[src/rtl/crc_frame_pkg.sv]
// crc_frame_pkg
//   Shared definitions for the CRC-16 framed byte receiver:
//   - state_t          : receiver FSM states (IDLE, PAYLOAD, CRC)
//   - CRC16_CCITT_POLY : default generator polynomial (MSB-first, non-reflected)
//   - CRC16_INIT       : default CRC seed at frame start
//   - CRC_BYTES        : number of CRC bytes trailing each payload
package crc_frame_pkg;

    typedef enum logic [1:0] {
        IDLE    = 2'd0,
        PAYLOAD = 2'd1,
        CRC     = 2'd2
    } state_t;

    localparam logic [15:0] CRC16_CCITT_POLY = 16'h1021;
    localparam logic [15:0] CRC16_INIT       = 16'hFFFF;
    localparam int          CRC_BYTES        = 2;

endpackage

[src/rtl/crc_frame_rx_if.sv]
// crc_frame_rx_if
//   Received byte stream feeding one crc_frame_rx channel.
//   Signals:
//     byte_in    [7:0] : received byte
//     byte_valid       : byte_in valid this cycle
//     sof              : qualified by byte_valid; byte_in is payload byte 0
//   Modports:
//     master : byte source (drives the stream)
//     slave  : receiver (samples the stream)
interface crc_frame_rx_if;

    logic [7:0] byte_in;
    logic       byte_valid;
    logic       sof;

    modport master (output byte_in, output byte_valid, output sof);
    modport slave  (input  byte_in, input  byte_valid, input  sof);

endinterface

[src/rtl/crc16_byte.sv]
// crc16_byte
//   Purely combinational byte-wise CRC-16 update, MSB-first, non-reflected.
//   Parameters:
//     POLY    : generator polynomial (implicit x^16 term)
//   Ports:
//     crc_in  [15:0] : CRC register before this byte
//     data_in [7:0]  : byte to fold in
//     crc_out [15:0] : CRC register after this byte
module crc16_byte #(
    parameter logic [15:0] POLY = 16'h1021
) (
    input  logic [15:0] crc_in,
    input  logic [7:0]  data_in,
    output logic [15:0] crc_out
);

    logic [15:0] c;

    always_comb begin
        // Folding the whole byte into the top bits first is equivalent to
        // shifting its bits in one at a time, MSB first.
        c = crc_in ^ {data_in, 8'h00};
        for (int i = 0; i < 8; i++) begin
            c = c[15] ? ((c << 1) ^ POLY) : (c << 1);
        end
        crc_out = c;
    end

endmodule

[src/rtl/crc_frame_rx.sv]
// crc_frame_rx
//   Per-channel receive stage: assembles PAYLOAD_BYTES payload bytes plus two
//   CRC-16 bytes into a frame, checks the residue, and presents good payloads
//   as one word with a single-cycle valid pulse. Bad frames pulse crc_err.
//   Parameters:
//     PAYLOAD_BYTES : payload bytes per frame (data_out is PAYLOAD_BYTES*8 wide)
//     CRC_POLY      : CRC-16 polynomial
//     CRC_INIT      : CRC seed at frame start
//     TIMEOUT_CYC   : max idle clocks between bytes inside a frame
//   Optional feature macro: CRC_FRAME_RX_TIMEOUT_EN (inter-byte gap timeout).
//   Ports:
//     clk, rst    : clock (rising edge), synchronous active-high reset
//     rx          : byte stream (crc_frame_rx_if.slave)
//     data_out    : last CRC-good payload, byte 0 in the MSBs
//     data_valid  : one-cycle pulse, data_out just updated
//     crc_err     : one-cycle pulse, a frame completed with bad CRC
//     frame_abort : one-cycle pulse, a frame was abandoned
//     busy        : frame in progress
//     err_cnt     : saturating count of crc_err events
module crc_frame_rx
    import crc_frame_pkg::*;
#(
    parameter int          PAYLOAD_BYTES = 6,
    parameter logic [15:0] CRC_POLY      = CRC16_CCITT_POLY,
    parameter logic [15:0] CRC_INIT      = CRC16_INIT,
    parameter int          TIMEOUT_CYC   = 255
) (
    input  logic                       clk,
    input  logic                       rst,
    crc_frame_rx_if.slave              rx,
    output logic [PAYLOAD_BYTES*8-1:0] data_out,
    output logic                       data_valid,
    output logic                       crc_err,
    output logic                       frame_abort,
    output logic                       busy,
    output logic [7:0]                 err_cnt
);

    localparam int DW = PAYLOAD_BYTES * 8;
    localparam int CW = $clog2(PAYLOAD_BYTES + 1);

    if (TIMEOUT_CYC < 1) begin : g_bad_timeout
        $error("crc_frame_rx: TIMEOUT_CYC must be at least 1");
    end

    state_t        state, state_nxt;
    logic [CW-1:0] cnt, cnt_nxt;
    logic [15:0]   crc, crc_seed, crc_upd;
    logic [DW-1:0] shreg;
    logic          start, accept, abort, done, chk_p, timeout;

    function automatic logic [7:0] sat_inc(input logic [7:0] v);
        return (v == 8'hFF) ? v : v + 8'd1;
    endfunction

    assign busy   = (state != IDLE);
    assign start  = rx.byte_valid && rx.sof;
    assign accept = rx.byte_valid && (busy || rx.sof);

    // A start-of-frame byte always seeds from CRC_INIT, whatever the register holds.
    assign crc_seed = start ? CRC_INIT : crc;

    crc16_byte #(.POLY(CRC_POLY)) u_crc (
        .crc_in  (crc_seed),
        .data_in (rx.byte_in),
        .crc_out (crc_upd)
    );

`ifdef CRC_FRAME_RX_TIMEOUT_EN
    localparam int GW = $clog2(TIMEOUT_CYC + 1);
    logic [GW-1:0] gap;

    assign timeout = busy && !rx.byte_valid && (gap == GW'(TIMEOUT_CYC - 1));

    always_ff @(posedge clk) begin
        if (rst || !busy || rx.byte_valid || timeout) gap <= '0;
        else                                          gap <= gap + 1'b1;
    end
`else
    assign timeout = 1'b0;
`endif

    always_comb begin
        state_nxt = state;
        cnt_nxt   = cnt;
        abort     = 1'b0;
        done      = 1'b0;
        if (start) begin
            // sof restarts the frame from any state; only a live frame counts as aborted.
            abort = busy;
            if (PAYLOAD_BYTES == 1) begin
                state_nxt = CRC;
                cnt_nxt   = '0;
            end else begin
                state_nxt = PAYLOAD;
                cnt_nxt   = CW'(1);
            end
        end else if (rx.byte_valid) begin
            case (state)
                PAYLOAD: begin
                    if (cnt == CW'(PAYLOAD_BYTES - 1)) begin
                        state_nxt = CRC;
                        cnt_nxt   = '0;
                    end else begin
                        cnt_nxt = cnt + 1'b1;
                    end
                end
                CRC: begin
                    if (cnt == CW'(CRC_BYTES - 1)) begin
                        state_nxt = IDLE;
                        cnt_nxt   = '0;
                        done      = 1'b1;
                    end else begin
                        cnt_nxt = cnt + 1'b1;
                    end
                end
                default: ;
            endcase
        end else if (timeout) begin
            abort     = 1'b1;
            state_nxt = IDLE;
            cnt_nxt   = '0;
        end
    end

    always_ff @(posedge clk) begin
        if (rst) begin
            state       <= IDLE;
            cnt         <= '0;
            crc         <= CRC_INIT;
            chk_p       <= 1'b0;
            data_valid  <= 1'b0;
            crc_err     <= 1'b0;
            frame_abort <= 1'b0;
            err_cnt     <= 8'd0;
            data_out    <= '0;
        end else begin
            state       <= state_nxt;
            cnt         <= cnt_nxt;
            if (accept) crc <= crc_upd;
            chk_p       <= done;
            frame_abort <= abort;
            // Result stage: the residue of the just-finished frame is still in
            // crc and its payload in shreg, even if a new sof is accepted now.
            data_valid  <= chk_p && (crc == 16'h0000);
            crc_err     <= chk_p && (crc != 16'h0000);
            if (chk_p && (crc == 16'h0000)) data_out <= shreg;
            if (chk_p && (crc != 16'h0000)) err_cnt  <= sat_inc(err_cnt);
        end
    end

    // Payload shift register: only payload bytes shift in, CRC bytes do not.
    always_ff @(posedge clk) begin
        if (accept && (start || state == PAYLOAD)) shreg <= DW'({shreg, rx.byte_in});
    end

endmodule
[src/flat_wrapper.sv]
// flat-port wrapper written by rule: the top's interface ports become plain ports
module crc_frame_rx_flat import crc_frame_pkg::*;
#(
    parameter int          PAYLOAD_BYTES = 6,
    parameter logic [15:0] CRC_POLY      = CRC16_CCITT_POLY,
    parameter logic [15:0] CRC_INIT      = CRC16_INIT,
    parameter int          TIMEOUT_CYC   = 255
)
  (clk, rst, data_out, data_valid, crc_err, frame_abort, busy, err_cnt, rx_byte_in, rx_byte_valid, rx_sof);
  crc_frame_rx_if rx_i ();
  input  logic clk;
  input  logic rst;
  output logic [PAYLOAD_BYTES*8-1:0] data_out;
  output logic data_valid;
  output logic crc_err;
  output logic frame_abort;
  output logic busy;
  output logic [7:0] err_cnt;
  input wire logic [$bits(rx_i.byte_in)-1:0] rx_byte_in;
  input wire logic [$bits(rx_i.byte_valid)-1:0] rx_byte_valid;
  input wire logic [$bits(rx_i.sof)-1:0] rx_sof;
  assign rx_i.byte_in = rx_byte_in;
  assign rx_i.byte_valid = rx_byte_valid;
  assign rx_i.sof = rx_sof;
  crc_frame_rx #(.PAYLOAD_BYTES(PAYLOAD_BYTES), .CRC_POLY(CRC_POLY), .CRC_INIT(CRC_INIT), .TIMEOUT_CYC(TIMEOUT_CYC)) u_core (.clk(clk), .rst(rst), .rx(rx_i), .data_out(data_out), .data_valid(data_valid), .crc_err(crc_err), .frame_abort(frame_abort), .busy(busy), .err_cnt(err_cnt));
endmodule
[config.mk]
export PLATFORM = sky130hd
export DESIGN_NAME = crc_frame_rx_flat
export DESIGN_NICKNAME = d
export VERILOG_FILES = /design/src/rtl/crc_frame_pkg.sv /design/src/rtl/crc_frame_rx_if.sv /design/src/rtl/crc16_byte.sv /design/src/rtl/crc_frame_rx.sv /design/src/flat_wrapper.sv
export SDC_FILE = /design/constraint.sdc
export NUM_CORES = 1
export LEC_CHECK = 0
export ABC_CLOCK_PERIOD_IN_PS = 3700
export CORE_AREA = 2 2 101 103
export CTS_CLUSTER_DIAMETER = 200
export DETAILED_ROUTE_END_ITERATION = 10
export DIE_AREA = 0 0 103 105
export HOLD_SLACK_MARGIN = 0.06
export PLACE_DENSITY = 0.78
export SETUP_SLACK_MARGIN = 0.05
export SLEW_MARGIN = 20
export SYNTH_ARGS = -nofsm -noshare
export SYNTH_HDL_FRONTEND = slang
export SYNTH_SLANG_ARGS = --single-unit
[constraint.sdc]
create_clock -name clk -period 3.7 [get_ports clk]
set_clock_uncertainty 0.1 [all_clocks]
set_input_delay 0.555 -clock clk [delete_from_list [all_inputs] [get_ports clk]]
set_output_delay 0.555 -clock clk [all_outputs]
set_load 0.005 [all_outputs]
==> results of run 1 <==
[sequential cells by signal, summed over array words and instances (netlist names)]
signal and flops:
u_core.data_out 48, u_core.shreg 48, u_core.crc 16, u_core.err_cnt 8, u_core.cnt 3, u_core.state 2, u_core.chk_p 1, u_core.crc_err 1
u_core.data_valid 1, u_core.frame_abort 1
[report_power, final]
part,internal (W),total [W],switching [W],leakage [nW]
clock,0.000907,0.00157,0.000664,0.270
combinational,0.000106,0.000223,0.000117,0.785
sequential,0.00152,0.00157,0.0000423,1.11
total,0.00254,0.00336,0.000824,2.16
[critical path, stage by stage, from the launching register on]
cell             delay [ps]
dfxtp_1                 350
inv_1                    90
ha_1                    220
inv_1                   110
clkdlybuf4s50_1         510
[metrics by stage]
stage | utilization [%] | hold WS (ps)
global route | 67.1 | 359
CTS | 67.1 | 348
detailed placement | 61.2 | 333
finish | 67.1 | 343
floorplan | - | 326
global placement | 61.2 | 328
[layout make-up]
cell class / instances / share of cell area [%]
sequential: 129 / 47.4
timing repair buffer: 76 / 11.5
tap: 133 / 2.57
inverter: 6 / 0.348
multi-input combinational: 309 / 29.5
clock buffer: 17 / 6.41
clock inverter: 15 / 2.28
[cell families after synthesis]
| logic type | count (synthesis) | synth area share, % |
|---|---|---|
| AO/OA/AOI/OAI | 151 | 16.1 |
| multiplexers | 2 | 0.412 |
| AND/OR/NAND/NOR | 126 | 13.4 |
| adder cells (fa/ha/maj) | 5 | 1.21 |
| XOR/XNOR | 25 | 5.59 |
| flip-flops | 129 | 59.3 |
| buffers and inverters | 44 | 4.02 |
[worst max path at each step]
| stage | startpoint | endpoint | cells past startpoint |
|---|---|---|---|
| 2_1_floorplan | u_core.state[0] | u_core.shreg[0] | 5 |
| 3_3_place_gp | rx_byte_valid | u_core.crc[6] | 5 |
| 3_5_place_dp | rx_byte_valid | u_core.crc[6] | 5 |
| 4_1_cts | u_core.state[0] | busy | 4 |
| 5_1_grt | u_core.state[0] | busy | 4 |
| 6_report | u_core.state[0] | busy | 4 |
[cell usage in the layout, fill, tap and decap left out, types with 3 or more instances in the layout]
cell type	count
a21oi_1	64
or2_2	3
clkdlybuf4s50_1	70
a211oi_1	4
dfxtp_1	80
inv_1	5
buf_4	5
xnor2_1	12
nand2_1	14
nor4_2	3
or3_1	3
o211ai_1	8
nor2b_1	4
xnor3_1	4
nor3_1	6
clkbuf_16	16
nand3_1	53
edfxtp_1	48
clkinv_4	5
o21ai_0	59
xor2_1	8
nor4_1	3
ha_1	5
nor2_1	18
inv_6	5
[layer usage]
metal	up-vias	share of wire (%)	GRT usage [%]
met5	-	0	0
met2	150	48	34.1
met4	0	2.0	8.27
li1	1875	-	-
met1	1900	43	31.4
met3	21	6.3	6.89
==> results.tsv, run 1 <==
metric	value	unit
Total Wirelength	11.6	mm
crit end category	output port	
CP startpoint kind	register	
worst hold endpoint	u_core.shreg[18]	
final worst setup slack	1250	ps
row count	36	
Ys Warns	0	
Clock transition at path regs	60	ps
initial drt markers	371	
final period demand of the worst path	2450	ps
WS Path Type	reg -> out	
GRT overflow	0	
Placed Area	5900	um2
Design Area, Final	6460	um2
number of flops mapped to enable cells by yosys	48	
drt wl/cell	17.0	um
post-CTS setup buffer count	0	
Post-Place Cells	653	
first-pass GRT wire length	19.2	mm
Pleak	2.16	nW
Post-route DRC	0	
Synth top area share	31.4	%
worst hold path type	reg -> reg	
clock tree buffer depth	2	
max-cap check violation count	0	
r2r endpoint	u_core.shreg[10]	
die span in x	103	um
post-CTS sizing	0	
filler instances	760	
clock root buffer	clkbuf_8	
top post-synthesis cells by area	dfxtp_1 31%, edfxtp_1 28%, a21oi_1 6.2%	
GRT Util Overall	22.9	%
HPWL after DPL	7.00	mm
DP Worst Slack	821	ps
GPL Wtd Cong	0.844	
critical path required time	3040	ps
fin nets	556	
fin. max-slew vios	0	
first-pass detailed-route iteration total	5	
CTS tree	built	
core area	9640	um2
ys flop type	dfxtp_1	
Clock Sinks	129	
Initial Util	53.6	%
ANT cells	0	
Top Ports	72	
initial antenna violation count	0	
vias in the first global route	3916	
R2R setup slack	1690	ps
IO Port Bufs	71	
via/cell ratio	5.76	
fin crit share	66.3	%
Storage cell area	3060	um2
clock latency on the worst-skew pair	520	ps
Yosys reg bits	129	
post-synth cell types	52	
Synth Instances	482	
sequential fraction of the synthesis area	59.3	%
PD cells	520	nW/um2
Synth Net Count	499	
Post-DRT Antenna Nets	0	
overall power consumption	0.00336	W
Least-Margin Pin Slew	769	ps
Layout Cells excl Fill	685	
Die H	105	um
RSZ-0062 raised after global routing	no	
crit path DAT	1800	ps
Die ar.	10800	um2
Hold-fix buffers, CTS	0	
reg2reg path depth	6	
synthesis-to-finish area growth	25.1	%
pin count of the biggest net entering global routing	73	
worst-path maximum fanout	4	
most instantiated cells after synthesis	81 x dfxtp_1, 64 x a21oi_1, 60 x o21ai_0, 53 x nand3_1, 48 x edfxtp_1	
count leader, synth	dfxtp_1	
fmax	0.407	GHz
area of the multi-input gates	1910	um2
status	completed	
Worst IR Drop VDD	0.000315	V
TNS Setup	0	ps
Post-synth ARST share	0	%
final setup fails	0	
H-Tree Depth	4	
hold path start	u_core.shreg[10]	
CTS Buf Count	17	
via count	3946	
Fin. Hold Viols	0	
Synth Area per Inst	10.7	um2
Hold Crit Depth	0	
Synth Cell Area	5170	um2
r2r startpoint	u_core.state[0]	
fraction of final layout cells sized beyond drive strength 1	9.60	%
dominant cell type by area after synthesis	dfxtp_1	
Rel. slew slack	48.7	%
Power figures use the tool's default switching activity.
==> inputs of run 2 (changes only) <==
--- a/config.mk
+++ b/config.mk
@@ -5,7 +5,7 @@
 export SDC_FILE = /design/constraint.sdc
 export NUM_CORES = 1
 export LEC_CHECK = 0
-export ABC_CLOCK_PERIOD_IN_PS = 3700
+export ABC_CLOCK_PERIOD_IN_PS = 2400
 export CORE_AREA = 2 2 101 103
 export CTS_CLUSTER_DIAMETER = 200
 export DETAILED_ROUTE_END_ITERATION = 10
==> constraint.sdc (replaced) <==
create_clock -name clk -period 2.4 [get_ports clk]
set_clock_uncertainty 0.1 [all_clocks]
set_input_delay 0.36 -clock clk [delete_from_list [all_inputs] [get_ports clk]]
set_output_delay 0.36 -clock clk [all_outputs]
set_load 0.005 [all_outputs]
==> results.tsv, run 2 (same netlist as run 1, synthesis figures left out) <==
metric	value	unit	change
status	completed		
fin nets	563		+1.3%
leading cell type in the layout, fill and taps excluded	dfxtp_1		
Total Wirelength	11.6	mm	-0.53%
via/cell ratio	5.70		-1.1%
fin. max-slew vios	0		unchanged
via count	3941		-0.13%
CTS tree	built		
RSZ-0062 raised after global routing	no		
Post-Place Cells	660		+1.1%
TNS Setup	0	ps	unchanged
Worst IR Drop VDD	0.000498	V	+58%
grt met2 use	34.1	%	unchanged
IO Port Bufs	71		unchanged
Die H	105	um	unchanged
drt wl/cell	16.7	um	-1.5%
Hold-fix buffers, CTS	0		unchanged
Die ar.	10800	um2	unchanged
Post-DRT Antenna Nets	0		unchanged
fmax	0.443	GHz	
critical path required time	1940	ps	-1100 ps
worst hold path type	in -> reg		
core area	9640	um2	unchanged
clock root buffer	clkbuf_8		
Clock transition at path regs	60	ps	about the same
clock latency on the worst-skew pair	520	ps	about the same
GRT overflow	0		unchanged
top flop regs	u_core.data_out (48), u_core.shreg (48), u_core.crc (16)		
grt peak-use layer	met2		
first-pass GRT wire length	18.5	mm	-3.8%
PD cells	817	nW/um2	+57%
Fin. Hold Viols	0		unchanged
commonest non-fill, non-tap cells in the layout	80 x dfxtp_1, 70 x clkdlybuf4s50_1, 64 x a21oi_1		
Rel. slew slack	64.7	%	+16 points
ANT cells	0		unchanged
Post-route DRC	0		unchanged
Initial Util	53.6	%	unchanged
CP startpoint kind	register		
crit end category	output port		
HPWL after DPL	7.05	mm	+0.70%
die span in x	103	um	unchanged
fraction of final layout cells sized beyond drive strength 1	10.7	%	+1.1 points
crit path DAT	1800	ps	about the same
overall power consumption	0.00536	W	+60%
met3 GRT Util	5.82	%	-1.1 points
final period demand of the worst path	2260	ps	
worst-path maximum fanout	4		unchanged
GRT Util Overall	22.0	%	-0.87 points
Least-Margin Pin Slew	529	ps	-240 ps
first-pass detailed-route iteration total	5		unchanged
Pleak	2.22	nW	+2.7%
vias in the first global route	3790		-3.2%
initial antenna violation count	0		unchanged
max-cap check violation count	0		unchanged
grt met1 use	29.9	%	-1.5 points
clock tree buffer depth	2		unchanged
row count	36		unchanged
final setup fails	0		unchanged
Clock Sinks	129		unchanged
initial drt markers	279		-25%
post-CTS setup buffer count	0		unchanged
post-CTS sizing	0		unchanged
Top Ports	72		unchanged
pin count of the biggest net entering global routing	51		-30%
CTS Buf Count	17		unchanged
synthesis-to-finish area growth	27.0	%	
H-Tree Depth	4		unchanged
WS Path Type	reg -> out		
Layout Cells excl Fill	692		+1.0%
GPL Wtd Cong	0.867		+2.6%
fin crit share	94.0	%	
==> run 2: cell types whose count changed in the layout (fill, tap and decap cells not counted) <==
cell,before,now
buf_12,0,1
bufinv_16,1,3
clkinv_4,5,3
clkinv_1,1,0
clkinv_2,0,2
inv_8,1,0
clkinvlp_4,2,1
clkbuf_1,0,1
buf_4,5,11
==> run 2: through the flow <==
step | worst slack [ps] | hold WS [ps] | utilization (%) | instance area [um2]
2_1_floorplan | 345 | 326 | - | 5180
3_3_place_gp | 219 | 329 | 61.9 | 5970
3_5_place_dp | 203 | 334 | 61.9 | 5970
4_1_cts | 109 | 139 | 68.1 | 6560
5_1_grt | 63.5 | 186 | 68.1 | 6560
6_report | 144 | 149 | 68.1 | 6560
==> run 2: critical path, stage by stage (launching register included) <==
cell and delay, ps:
dfxtp_1 350, inv_1 80, ha_1 220, inv_1 120, clkdlybuf4s50_1 520
==> run 2: routing by layer <==
metal  wire length [um]  up-vias  share of wire, %
li1                   -     1898                 -
met1               5250     1918                45
met2               5670      115                49
met3                510       10               4.4
met4                133        0               1.2
met5                  0        -                 0
==> run 2: final cells by class <==
cell class                      count  area [um2]
Sequential cell                   129        3060
Inverter                            6        22.5
Multi-Input combinational cell    309        1910
Clock inverter                     14         178
Tap cell                          133         166
Fill cell                         750        3080
Timing Repair Buffer               83         808
Clock buffer                       18         418
==> run 2: final timing paths <==
kind | startpoint | end | slack, ps | depth (start not counted)
setup reg to reg | u_core.crc[8] | u_core.data_out[11] | 480 | 4
setup / recovery | u_core.state[0] | busy | 140 | 4
hold / removal | rst | u_core.cnt[0] | 150 | 2
hold reg to reg | u_core.shreg[17] | u_core.shreg[25] | 340 | 0
==> run 2: report_power, final <==
group	leakage (nW)	switching [W]	internal (W)
Combinational	0.822	0.000184	0.000173
Sequential	1.11	0.0000651	0.00235
Clock	0.291	0.000991	0.00160
Total	2.22	0.00124	0.00412
